**config.mk**
```make
export PLATFORM = sky130hd
export DESIGN_NAME = jt10_adpcmb_dec
export DESIGN_NICKNAME = d
export VERILOG_FILES = /design/src/rtl/jt10_adpcmb_dec.sv
export SDC_FILE = /design/constraint.sdc
export NUM_CORES = 1
export LEC_CHECK = 0
export ABC_AREA = 1
export BUFFER_PORTS_ARGS = -buffer_cell sky130_fd_sc_hd__buf_2
export CAP_MARGIN = 20
export CORE_MARGIN = 1
export CORE_UTILIZATION = 45
export DETAILED_ROUTE_END_ITERATION = 8
export PLACE_DENSITY_LB_ADDON = 0.2
export SLEW_MARGIN = 30
export SYNTH_ARGS = -nofsm -noshare
export SYNTH_HDL_FRONTEND = slang
export SYNTH_SLANG_ARGS = --single-unit
```
**constraint.sdc**
```tcl
create_clock -name clk -period 4.1 [get_ports clk]
set_clock_uncertainty 0.2 [all_clocks]
set_input_delay 0.615 -clock clk [delete_from_list [all_inputs] [get_ports clk]]
set_output_delay 0.615 -clock clk [all_outputs]
set_load 0.02 [all_outputs]
```
**src/rtl/jt10_adpcmb_dec.sv**
```systemverilog
// ADPCM-B nibble decoder for the YM2610 delta-T channel: one nibble per advance
// becomes a saturated 16-bit PCM sample while the adaptive step delta is updated.
module jt10_adpcmb_dec #(
  parameter int unsigned DMIN = 127,
  parameter int unsigned DMAX = 24576,
  parameter int unsigned DRST = 127
) (
  input  logic        clk,
  input  logic        rst_n,
  input  logic        cen,
  input  logic        cen55,
  input  logic        adv,
  input  logic        clr,
  input  logic [3:0]  data,
  output logic [15:0] pcm,
  output logic        busy
);

  localparam int unsigned DW = 16;  // pcm, delta and diff width
  localparam int unsigned MW = 19;  // diff product width
  localparam int unsigned SW = 18;  // signed sum width
  localparam int unsigned AW = 22;  // delta multiplier accumulator width

  typedef enum logic [2:0] {
    S_IDLE,
    S_DIFF,
    S_ACC,
    S_MUL,
    S_CLAMP
  } state_e;

  state_e          state_q, state_d;
  logic [3:0]      nib_q, nib_d;
  logic [DW-1:0]   pcm_q, pcm_d;
  logic [DW-1:0]   delta_q, delta_d;
  logic [DW-1:0]   diff_q, diff_d;
  logic [AW-1:0]   acc_q, acc_d;
  logic [2:0]      cnt_q, cnt_d;
  logic            busy_q, busy_d;

  logic            start_c;
  logic [MW-1:0]   diff_full_c;
  logic [SW-1:0]   sum_c;
  logic [DW-1:0]   sat_c;
  logic [7:0]      kmul_c;
  logic [DW-1:0]   prod_sh_c;

  function automatic logic [7:0] k_of(input logic [2:0] m);
    case (m)
      3'd4:    k_of = 8'd77;
      3'd5:    k_of = 8'd102;
      3'd6:    k_of = 8'd128;
      3'd7:    k_of = 8'd153;
      default: k_of = 8'd57;
    endcase
  endfunction

  assign start_c = cen55 & adv & (state_q == S_IDLE);

  always_ff @(posedge clk or negedge rst_n) begin
    if (!rst_n)   state_q <= S_IDLE;
    else if (cen) state_q <= state_d;
  end

  // Sequencer: DIFF -> ACC -> eight MUL ticks -> CLAMP; clr always wins.
  always_comb begin
    state_d = state_q;
    if (clr) begin
      state_d = S_IDLE;
    end else begin
      case (state_q)
        S_IDLE:  if (start_c) state_d = S_DIFF;
        S_DIFF:  state_d = S_ACC;
        S_ACC:   state_d = S_MUL;
        S_MUL:   if (cnt_q == 3'd7) state_d = S_CLAMP;
        S_CLAMP: state_d = S_IDLE;
        default: state_d = S_IDLE;
      endcase
    end
  end

  always_comb begin
    nib_d   = nib_q;
    pcm_d   = pcm_q;
    delta_d = delta_q;
    diff_d  = diff_q;
    acc_d   = acc_q;
    cnt_d   = cnt_q;
    busy_d  = busy_q;

    diff_full_c = MW'({nib_q[2:0], 1'b1}) * MW'(delta_q);
    sum_c = nib_q[3] ? ({{2{pcm_q[15]}}, pcm_q} - {2'b00, diff_q})
                     : ({{2{pcm_q[15]}}, pcm_q} + {2'b00, diff_q});
    // Sum fits in 16 signed bits only when the top three bits agree
    if (sum_c[17:15] == 3'b000 || sum_c[17:15] == 3'b111) sat_c = sum_c[15:0];
    else if (sum_c[17])                                   sat_c = 16'h8000;
    else                                                  sat_c = 16'h7fff;
    kmul_c    = k_of(nib_q[2:0]);
    prod_sh_c = DW'(acc_q >> 6);

    case (state_q)
      S_IDLE: begin
        if (start_c) begin
          nib_d  = data;
          busy_d = 1'b1;
        end
      end
      S_DIFF:  diff_d = DW'(diff_full_c >> 3);
      S_ACC: begin
        pcm_d = sat_c;
        acc_d = '0;
        cnt_d = '0;
      end
      S_MUL: begin
        if (kmul_c[cnt_q]) acc_d = acc_q + (AW'(delta_q) << cnt_q);
        cnt_d = cnt_q + 3'd1;
      end
      S_CLAMP: begin
        if (prod_sh_c < DW'(DMIN))      delta_d = DW'(DMIN);
        else if (prod_sh_c > DW'(DMAX)) delta_d = DW'(DMAX);
        else                            delta_d = prod_sh_c;
        busy_d = 1'b0;
      end
      default: busy_d = 1'b0;
    endcase

    if (clr) begin
      pcm_d   = '0;
      delta_d = DW'(DRST);
      busy_d  = 1'b0;
    end
  end

  always_ff @(posedge clk or negedge rst_n) begin
    if (!rst_n) begin
      nib_q   <= '0;
      pcm_q   <= '0;
      delta_q <= DW'(DRST);
      diff_q  <= '0;
      acc_q   <= '0;
      cnt_q   <= '0;
      busy_q  <= 1'b0;
    end else if (cen) begin
      nib_q   <= nib_d;
      pcm_q   <= pcm_d;
      delta_q <= delta_d;
      diff_q  <= diff_d;
      acc_q   <= acc_d;
      cnt_q   <= cnt_d;
      busy_q  <= busy_d;
    end
  end

  assign pcm  = pcm_q;
  assign busy = busy_q;

endmodule

```
# Word level (Yosys, flattened, before mapping)
# Cells that the tools add are included.
dict set report totals {
  regBits 81
  latch_bits 0
  ram_bits 0
  mem_bits_ro 0
  output_inout_bits 17
  elab_cells 70
  n_memories 0
}
dict set report op_classes {
  addsub 4
  mul 1
  div_mod_pow 0
  magnitude_cmp 3
  eq_ne 14
  n_shift 1
  muxes 22
  bitwise_logic 2
  n_reduce_logical 15
}
# op n
set ops {}
lappend ops {{two-way mux 16 bit} 8}
lappend ops {{case mux 22 bit (2 select lines)} 1}
lappend ops {{case mux 8 bit (4 select lines)} 1}
lappend ops {{adder 22 bit} 1}
lappend ops {{two-way mux 22 bit} 1}
lappend ops {{<< shifter 16 x 3 -> 22 bit} 1}
lappend ops {{== test 3 bit, second input constant} 7}
lappend ops {{multiplier 4 x 16 -> 19 bit} 1}
lappend ops {{adder 16 x 17 -> 18 bit} 1}
lappend ops {{two-way mux 18 bit} 1}
lappend ops {{subtractor 16 x 17 -> 18 bit} 1}
lappend ops {{> comparator 16 x 15 -> 1 bit, second input constant} 1}
lappend ops {{< comparator 16 x 7 -> 1 bit, second input constant} 1}
lappend ops {{case mux 3 bit (4 select lines)} 1}
lappend ops {{AND reduction 3 bit} 4}
lappend ops {{two-way mux 3 bit} 3}
lappend ops {{AND reduction 2 bit} 4}
lappend ops {{== test 3 x 2 -> 1 bit, second input constant} 2}
lappend ops {{zero test 3 bit} 2}
lappend ops {{inequality test 3 bit, second input constant} 2}
lappend ops {{case mux 3 bit (2 select lines)} 1}
lappend ops {{nonzero test 2 bit} 3}
lappend ops {{< comparator 3 x 4 -> 1 bit, second input constant} 1}
lappend ops {{adder 3 x 1 -> 3 bit, second input constant} 1}
lappend ops {{other kinds (9)} 12}

# Longest topological paths before layout
# Gate-level depths: netlist of the first run.
dict set report depth {
  ltp_word 7
  depth_mapped 24
  mapped_depth_nobuf 23
}

# Worst setup path before layout of the first run
# Ideal clock, no wire load.
dict set report synth_timing {
  path_type {register to register}
  startpoint {register nib_q[2]}
  endpoint {register diff_q[11]}
  t_arrival_ns 3.581
  required_ns 3.818
  slack_ns 0.237
  stages_incl_launch_ff 18
  period_less_slack_ns 3.863
  cell_sequence {dfrtp_1 clkbuf_1 buf_1 nand2_1 fa_1 inv_1 fa_1 inv_1 fa_1 inv_1 nand3_1 nand2_1 a21oi_1 o21ai_0 nand3_1 nand2_1 nand2_1 a31oi_1}
}
dict set report synth_between {
  elab_chain_len 1
}
# element line_no
set synth_lines {}
lappend synth_lines {{start, declared} 33} ;# logic [3:0] nib_q, nib_d;
lappend synth_lines {{start signal, assigned} 144} ;# nib_q <= nib_d;
lappend synth_lines {{multiplier 4 x 16 -> 19 bit} 91} ;# diff_full_c = MW'({nib_q[2:0], 1'b1}) * MW'(delta_q);
lappend synth_lines {{end signal, assigned} 147} ;# diff_q <= diff_d;
lappend synth_lines {{end, declared} 36} ;# logic [DW-1:0] diff_q, diff_d;
# No other way between the ends.
# A chain may end at the register's enable or synchronous reset.

# Final worst setup path of the first run
dict set report layout_timing {
  startpoint {register nib_q[2]}
  endpoint {register diff_q[9]}
}
# Same word-level chain as after synthesis.

==> results of run 1 <==
==> worst max path at each step <==
stage | endpoint | slack [ns] | cells after the start
2_1_floorplan | diff_q[11] | 0.24 | 17
3_3_place_gp | diff_q[11] | 0.31 | 15
3_5_place_dp | diff_q[11] | 0.26 | 15
4_1_cts | diff_q[11] | 0.25 | 15
5_1_grt | pcm[11] | 0.07 | 22
6_report | diff_q[9] | 0.41 | 17
==> per-stage QoR <==
stage	util [%]	setup WS, ns
CTS	50.0	0.252
floorplan	-	0.237
finish	50.0	0.414
global route	50.0	0.0665
global placement	48.2	0.313
detailed placement	48.2	0.264
==> state kept, by name, indices dropped and copies added (netlist names) <==
| register | cells |
|---|---|
| acc_q | 22 |
| diff_q | 16 |
| state_q | 3 |
| cnt_q | 3 |
| pcm | 16 |
| delta_q | 16 |
| busy | 1 |
| nib_q | 4 |
==> cells in the final DEF, fill, tap and decap left out, drive strengths merged, types with 25 or more instances in the layout <==
| master | netlist | routed |
|---|---|---|
| nand3 | 72 | 72 |
| dfrtp | 74 | 74 |
| ha | 61 | 61 |
| inv | 203 | 203 |
| buf | 12 | 35 |
| a21oi | 69 | 69 |
| nand2 | 389 | 389 |
| nor2 | 77 | 77 |
| fa | 30 | 30 |
| xor2 | 25 | 25 |
| o21ai | 104 | 104 |
==> layout make-up <==
type                       count  area, um2
timing repair buffer          35        204
fill                        1872       9070
clock inverter                 2       60.1
sequential                    81       2040
inverter                     203        762
tap                          229        287
clock buffer                  14        264
multi-input combinational    931       5460
==> routing by layer <==
metal	global-route usage, %	part of all wire, %
met5	0	0
met2	41.9	52
met4	5.56	1.3
met1	27.3	45
met3	3.83	2.3
==> cell families after synthesis <==
group           count (synthesis)
simple gates                  581
buf+inv                       230
compound gates                202
fa+ha+maj                      91
flops                          81
xor+xnor                       44
mux                            13
==> what timing repair did <==
action / in CTS / in global routing
setup endpoints to repair: 0 / 2
buffers inserted: 0 / 0
resized for setup: 0 / 1
endpoints found under the hold margin: 0 / 0
==> reports/qor.csv, run 1 <==
metric,value,unit
Post-synth top cells,"375 x nand2_1, 194 x inv_1, 95 x o21ai_0",
Final Cycle Share,89.9,%
reg2reg setup slack,0.41,ns
ANT nets after route,0,
most common cell in the netlist,nand2_1,
Total Routing Usage GR,22.7,%
HP Class,in -> async,
CP Capture Type,flop,
Die ar.,19200,um2
initial antenna violation count,0,
count of buffer and inverter cells on the critical path,5,
Slew Limit Fails,0,
Pre-antenna DRT Iters,7,
share of cells above drive strength 1,8.14,%
area added between synthesis and finish,8.09,%
WL per Instance,13.9,um
first-pass GRT wire length,35.4,mm
Die Y-Extent,139,um
1st-iter DRT viols,410,
Mapped Area,8390,um2
Non-Filler Instances,1495,
Starting Density,46.2,%
"critical path, cell by cell",buf_4 -> nand2_1 -> inv_1 -> fa_1 -> inv_1 -> fa_1 -> inv_1 -> ha_1 -> nand2_1 -> inv_1 -> a21oi_1 -> o21ai_1 -> nand2_1 -> nand2_1 -> or2_2 -> nand3_1 -> nand2_1,
placed cell count,1479,
Worst setup startpoint,nib_q[2],
leading area contributor after synthesis,dfrtp_1,
Clock Tree Buf Depth,2,
CP arrival,3.72,ns
"top cells by area, synth","dfrtp_1 22%, nand2_1 17%, ha_1 9.1%, inv_1 8.7%, fa_1 7.2%",
Worst-Margin Slew,0.729,ns
GRT Residual Overflow,0,
Setup Crit Path Kind,reg -> reg,
ys async rst share,100,%
clk_lat worst skew,0.35,ns
Finished Cell Area,9070,um2
DP Area,8740,um2
slowest CP cell,fa_1,
Layout Nets,1362,
CTS tree,done,
hold buffer count at CTS,0,
Crit path max-delay family,adder cells,
Critical Path Start Type,flop,
Critical Path Most Common Cell,nand2_1,
total CTS buffers,9,
"EDFF count, synth",0,
Simple-Gate Fraction of Synth Area,29.2,%
total wire length,20.7,mm
failing checks,DRC,
DR vias,7638,
CTS H-tree lvls,3,
largest family of logic cells by synthesized area,simple AND/OR/NAND/NOR gates,
post-detailed-placement half-perimeter wirelength,16.5,mm
Compound-Gate Fraction of Synth Area,13.3,%
synthesized area per cell,6.76,um2
min Tclk post-route,3.69,ns
fmax,271,MHz
largest net degree at the start of global routing,76,
endpoints failing hold,0,
num ports,27,
Synth Flop Type,dfrtp_1,
top cell type's share of synthesized area,22.1,%
Num Clock Sinks,81,
reg-to-reg endpoint,diff_q[9],
placer congestion estimate,0.919,
Worst-path clk slew,0.06,ns
R2R cell count,17,
port bufs,26,
cell count after synthesis,1242,
syn_nets,1343,
Core Rows,49,
Synth Warn #,0,
reg2reg start,nib_q[2],
required time of the worst setup path,4.14,ns
Std-Cell Core Area,18100,um2
number of remaining DRC errors,2,
unrepaired setup endpoints after global routing,false,
Crit Path Max Fanout,13,
"flops & latches, synth",81,
relative slew slack,51.4,%
register area share after synthesis,24.3,%
Post-Synth XOR/XNOR Area,4.59,%
mux contribution to synthesized area,1.58,%
Hold WS,0.105,ns
clock root buffer,clkbuf_16,
Post-Synth Adder-Cell Area,16.2,%
vias per cell,5.11,
CP max stage delay,0.52,ns
status,"finished, violations left",
Max Cap Viol,0,
final setup fails,0,
vias in the first global route,7560,
Setup TNS,0,ns
Die W,139,um
Antenna Cells,0,
count of cell types in the netlist,52,
Power of run 1 is left out: the tool's default activity adds up to more than one toggle a clock period on the data nets, which glitch-free logic cannot reach.
==> inputs of run 2 (changes only) <==
--- a/config.mk
+++ b/config.mk
@@ -11,3 +11,3 @@
 export CORE_MARGIN = 1
-export CORE_UTILIZATION = 45
+export CORE_UTILIZATION = 25
 export DETAILED_ROUTE_END_ITERATION = 8
==> constraint.sdc (replaced) <==
create_clock -name clk -period 4.1 [get_ports clk]
set_clock_uncertainty 0.2 [all_clocks]
set_input_delay 0.82 -clock clk [delete_from_list [all_inputs] [get_ports clk]]
set_output_delay 0.82 -clock clk [all_outputs]
set_load 0.02 [all_outputs]
==> reports/qor.csv, run 2 (same netlist as run 1, synthesis figures left out) <==
metric,value,unit,change
Setup Buffers After CTS,0,,unchanged
Std-Cell Core Area,32800,um2,+81%
placed cell count,1696,,+15%
final setup fails,0,,unchanged
Resized cells post-CTS,0,,unchanged
"critical path, cell by cell",inv_1 -> ha_1 -> nand3_1 -> nor4_1 -> buf_4 -> nand3_1 -> o21ai_0 -> xnor2_1 -> inv_1 -> ha_1 -> nand2_1 -> nand2_1 -> o21bai_2 -> nand2_1 -> nand2_1 -> inv_1 -> nand2_1 -> nand2_1 -> nand2_2 -> a21oi_4 -> nand2_1 -> nand2_1,,
hold buffer count at CTS,0,,unchanged
status,"finished, final reports clean",,
largest net degree at the start of global routing,63,,-17%
Max Cap Viol,0,,unchanged
Finished Cell Area,9330,um2,+2.8%
Die W,185,um,+34%
Worst-path clk slew,0.07,ns,about the same
CP max stage delay,0.42,ns,-0.10 ns
CTS tree,done,,
DP Area,9040,um2,+3.4%
DR vias,7556,,-1.1%
slowest CP cell,a21oi_4,,
Setup TNS,0,ns,unchanged
Antenna Cells,0,,unchanged
fmax,272,MHz,+0.15%
WL per Instance,12.8,um,-7.7%
Non-Filler Instances,1712,,+15%
ANT nets after route,0,,unchanged
reg2reg setup slack,0.42,ns,about the same
number of flip-flops in the largest register,22,,unchanged
Starting Density,25.6,%,-21 points
Slew Limit Fails,0,,unchanged
initial antenna violation count,0,,unchanged
required time of the worst setup path,4.19,ns,+0.05 ns
Critical Path Most Common Cell,nand2_1,,
Final Core Density,28.5,%,-22 points
GRT Residual Overflow,0,,unchanged
first-pass GRT wire length,37.7,mm,+6.3%
Core Rows,66,,+35%
CP Capture Type,flop,,
HP Class,reg -> reg,,
total CTS buffers,9,,unchanged
total wire length,21.9,mm,+5.7%
Num Clock Sinks,81,,unchanged
CTS H-tree lvls,3,,unchanged
vias per cell,4.41,,-14%
port bufs,26,,unchanged
Layout Nets,1366,,+0.29%
unrepaired setup endpoints after global routing,false,,
number of remaining DRC errors,0,,-2
area added between synthesis and finish,11.2,%,
num ports,27,,unchanged
Die Y-Extent,185,um,+34%
share of cells above drive strength 1,8.50,%,+0.37 points
Critical Path Start Type,flop,,
vias in the first global route,7710,,+2.0%
Final Cycle Share,89.8,%,-0.13 points
endpoints failing hold,0,,unchanged
Total Routing Usage GR,13.7,%,-9.0 points
CP arrival,3.77,ns,+0.05 ns
clk_lat worst skew,0.36,ns,about the same
min Tclk post-route,3.68,ns,-0.00543 ns
relative slew slack,43.0,%,-8.4 points
Worst-Margin Slew,0.855,ns,+0.126 ns
Largest Register,acc_q,,
Die ar.,34300,um2,+79%
clock root buffer,clkbuf_16,,
"leading cell type in the layout, fill and taps excluded",nand2_1,,
Clock Tree Buf Depth,2,,unchanged
most frequent cells in the layout,"375 x nand2_1, 194 x inv_1, 94 x o21ai_0",,
Pre-antenna DRT Iters,5,,-2
Crit Path Max Fanout,15,,+2
placer congestion estimate,0.853,,-7.2%
Setup Crit Path Kind,reg -> reg,,
post-detailed-placement half-perimeter wirelength,18.1,mm,+9.7%
1st-iter DRT viols,307,,-25%
[run 2: final cells by class]
class,instances,area (um2)
well taps,442,553
multi-input cells,931,5460
fillers,3674,23500
clock buffers,11,233
inverters,203,762
repair buffers,39,230
clock inverters,5,56.3
flip-flops and latches,81,2040
[run 2: critical path: cells and delay by family, from the launching register on]
kind,cells,cell delay [ns]
and+or+nand+nor,12,1.09
AOI/OAI and AO/OA,3,0.85
adders and majority gates,2,0.51
DFF,1,0.41
buffers and inverters,4,0.39
xor gates and xnor gates,1,0.16
[run 2: routing by layer]
metal	wire [um]	GRT usage [%]	up-vias	share of wire (%)
li1	-	-	4026	-
met1	10400	16.8	3442	47
met2	10700	24.5	67	49
met3	403	2.10	21	1.8
met4	392	4.17	0	1.8
met5	0	0	-	0
[run 2: path summary, 6_finish.rpt]
| path | end | depth (start not counted) | startpoint |
|---|---|---|---|
| hold reg to reg | acc_q[5] | 2 | acc_q[5] |
| setup / recovery | pcm[0] | 22 | diff_q[0] |
| hold / removal | acc_q[5] | 2 | acc_q[5] |
| max in group asynchronous | diff_q[15] | 2 | rst_n |
| min in group asynchronous | pcm[2] | 1 | rst_n |
| setup reg to reg | pcm[0] | 22 | diff_q[0] |
[run 2: per-stage QoR]
step	hold WS (ns)	worst slack [ns]
after detailed placement	0.286	0.281
after global routing	0.329	0.0184
after floorplan	0.256	0.237
after CTS	0.302	0.267
final	0.304	0.420
after global placement	0.279	0.332
Power of run 2 is left out for the same reason.
==> inputs of run 3 (changes only) <==
Settings changed: GPL_TIMING_DRIVEN set to 0.
==> reports/qor.csv, run 3 (same netlist as run 1, synthesis figures left out) <==
metric,value,unit,change
total wire length,22.8,mm,+4.2%
GRT Residual Overflow,0,,unchanged
Slew Limit Fails,0,,unchanged
vias per cell,4.45,,+0.79%
unrepaired setup endpoints after global routing,false,,
Layout Nets,1378,,+0.88%
fillcell total,3699,,+0.68%
Final Cycle Share,92.9,%,+3.1 points
CP arrival,3.86,ns,+0.09 ns
Critical Path Most Common Cell,nand2_1,,
Worst-Margin Slew,0.571,ns,-0.284 ns
number of remaining DRC errors,0,,unchanged
Total Routing Usage GR,14.3,%,+0.53 points
Die Y-Extent,185,um,unchanged
Largest Register,acc_q,,
fmax,263,MHz,-3.4%
Crit Path Max Fanout,12,,-3
DP Area,9110,um2,+0.76%
total CTS buffers,9,,unchanged
num ports,27,,unchanged
status,"finished, final reports clean",,
Starting Density,25.6,%,unchanged
Max Cap Viol,0,,unchanged
reg2reg start,nib_q[2],,
"leading cell type in the layout, fill and taps excluded",nand2_1,,
Critical Path Start Type,flop,,
HP Class,in -> async,,
relative slew slack,61.9,%,+19 points
endpoints failing hold,0,,unchanged
number of flip-flops in the largest register,22,,unchanged
area added between synthesis and finish,12.1,%,
share of cells above drive strength 1,8.81,%,+0.31 points
final setup fails,0,,unchanged
1st-iter DRT viols,209,,-32%
Clock Tree Buf Depth,2,,unchanged
CTS tree,done,,
ANT nets after route,0,,unchanged
Setup Crit Path Kind,reg -> reg,,
clock root buffer,clkbuf_16,,
min Tclk post-route,3.81,ns,+0.129 ns
placer congestion estimate,0.833,,-2.3%
post-detailed-placement half-perimeter wirelength,19.1,mm,+5.4%
CTS H-tree lvls,3,,unchanged
Die ar.,34300,um2,unchanged
DR vias,7669,,+1.5%
reg-to-reg endpoint,diff_q[9],,
CP Capture Type,flop,,
slowest CP cell,fa_1,,
Core Rows,66,,unchanged
Die W,185,um,unchanged
largest net degree at the start of global routing,50,,-21%
"critical path, cell by cell",clkbuf_4 -> nand2_1 -> inv_1 -> fa_1 -> inv_1 -> fa_1 -> inv_1 -> ha_1 -> a21oi_1 -> nand2_1 -> a21oi_2 -> o21ai_2 -> nand2_1 -> nand2_1 -> or2_2 -> nand3_1 -> nand2_1,,
clk_lat worst skew,0.36,ns,about the same
R2R cell count,17,,-23%
port bufs,26,,unchanged
Worst-path clk slew,0.07,ns,about the same
required time of the worst setup path,4.15,ns,-0.04 ns
Std-Cell Core Area,32800,um2,unchanged
Finished Cell Area,9410,um2,+0.83%
Antenna Cells,0,,unchanged
PnR worst setup slack,0.291,ns,-0.129 ns
hold buffer count at CTS,0,,unchanged
WL per Instance,13.2,um,+3.5%
Pre-antenna DRT Iters,4,,-1
Num Clock Sinks,81,,unchanged
most frequent cells in the layout,"375 x nand2_1, 194 x inv_1, 94 x o21ai_0",,
CP max stage delay,0.52,ns,+0.10 ns
initial antenna violation count,0,,unchanged
first-pass GRT wire length,38.7,mm,+2.6%
post-place setup slack,-0.616,ns,-0.896 ns
vias in the first global route,7869,,+2.1%
reg2reg setup slack,0.29,ns,-0.13 ns
## run 3: cell count changes in the layout (fill, tap and decap cells not counted), moves of 2 or more
cell	before	now
buf_4	14	1
clkbuf_1	2	12
buf_2	25	30
buf_6	0	5
inv_6	0	2
## run 3: how the worst max path moves through the flow
stage	cells past startpoint	endpoint	slack (ns)	start
2_1_floorplan	17	diff_q[11]	0.24	nib_q[2]
3_3_place_gp	17	diff_q[11]	-0.59	nib_q[2]
6_report	17	diff_q[9]	0.29	nib_q[2]
3_5_place_dp	16	diff_q[15]	-0.62	nib_q[2]
5_1_grt	16	diff_q[15]	0.003	nib_q[2]
4_1_cts	16	diff_q[11]	0.08	nib_q[2]
## run 3: through the flow
stage / cells / TNS [ns] / hold slack, ns / utilization (%)
6_report: 1724 / 0 / 0.141 / 28.7
3_5_place_dp: 1711 / -3.19 / 0.292 / 27.8
4_1_cts: 1724 / 0 / 0.149 / 28.6
2_1_floorplan: 1242 / 0 / 0.256 / -
5_1_grt: 1724 / 0 / 0.149 / 28.7
3_3_place_gp: 1710 / -2.76 / 0.267 / 27.7
## run 3: layout make-up
cell class	instances	area, um2	share of cell area (%)
multi-input combinational	931	5480	58.2
timing repair buffer	27	164	1.74
clock buffer	9	225	2.39
sequential	81	2040	21.7
clock inverter	7	55.1	0.585
inverter	203	762	8.10
tap	442	553	5.88
buffer	24	135	1.44
## run 3: routing by layer
layer,global-route usage (%),share of wire (%)
met1,16.8,45
met4,3.34,1.1
met2,26.8,51
met3,2.16,2.3
met5,0,0
## run 3: timing repair
action,in CTS,in global routing
buffers inserted,0,0
endpoints found under the setup margin,11,21
gates resized for setup,3,7
## run 3: critical path, delay by kind of cell, from the launching register on
family | cells | cell delay, ns
buf+inv | 4 | 0.38
simple gates | 7 | 0.71
flops | 1 | 0.51
fa+ha+maj | 3 | 1.35
compound gates | 3 | 0.51
Power of run 3 is left out for the same reason.
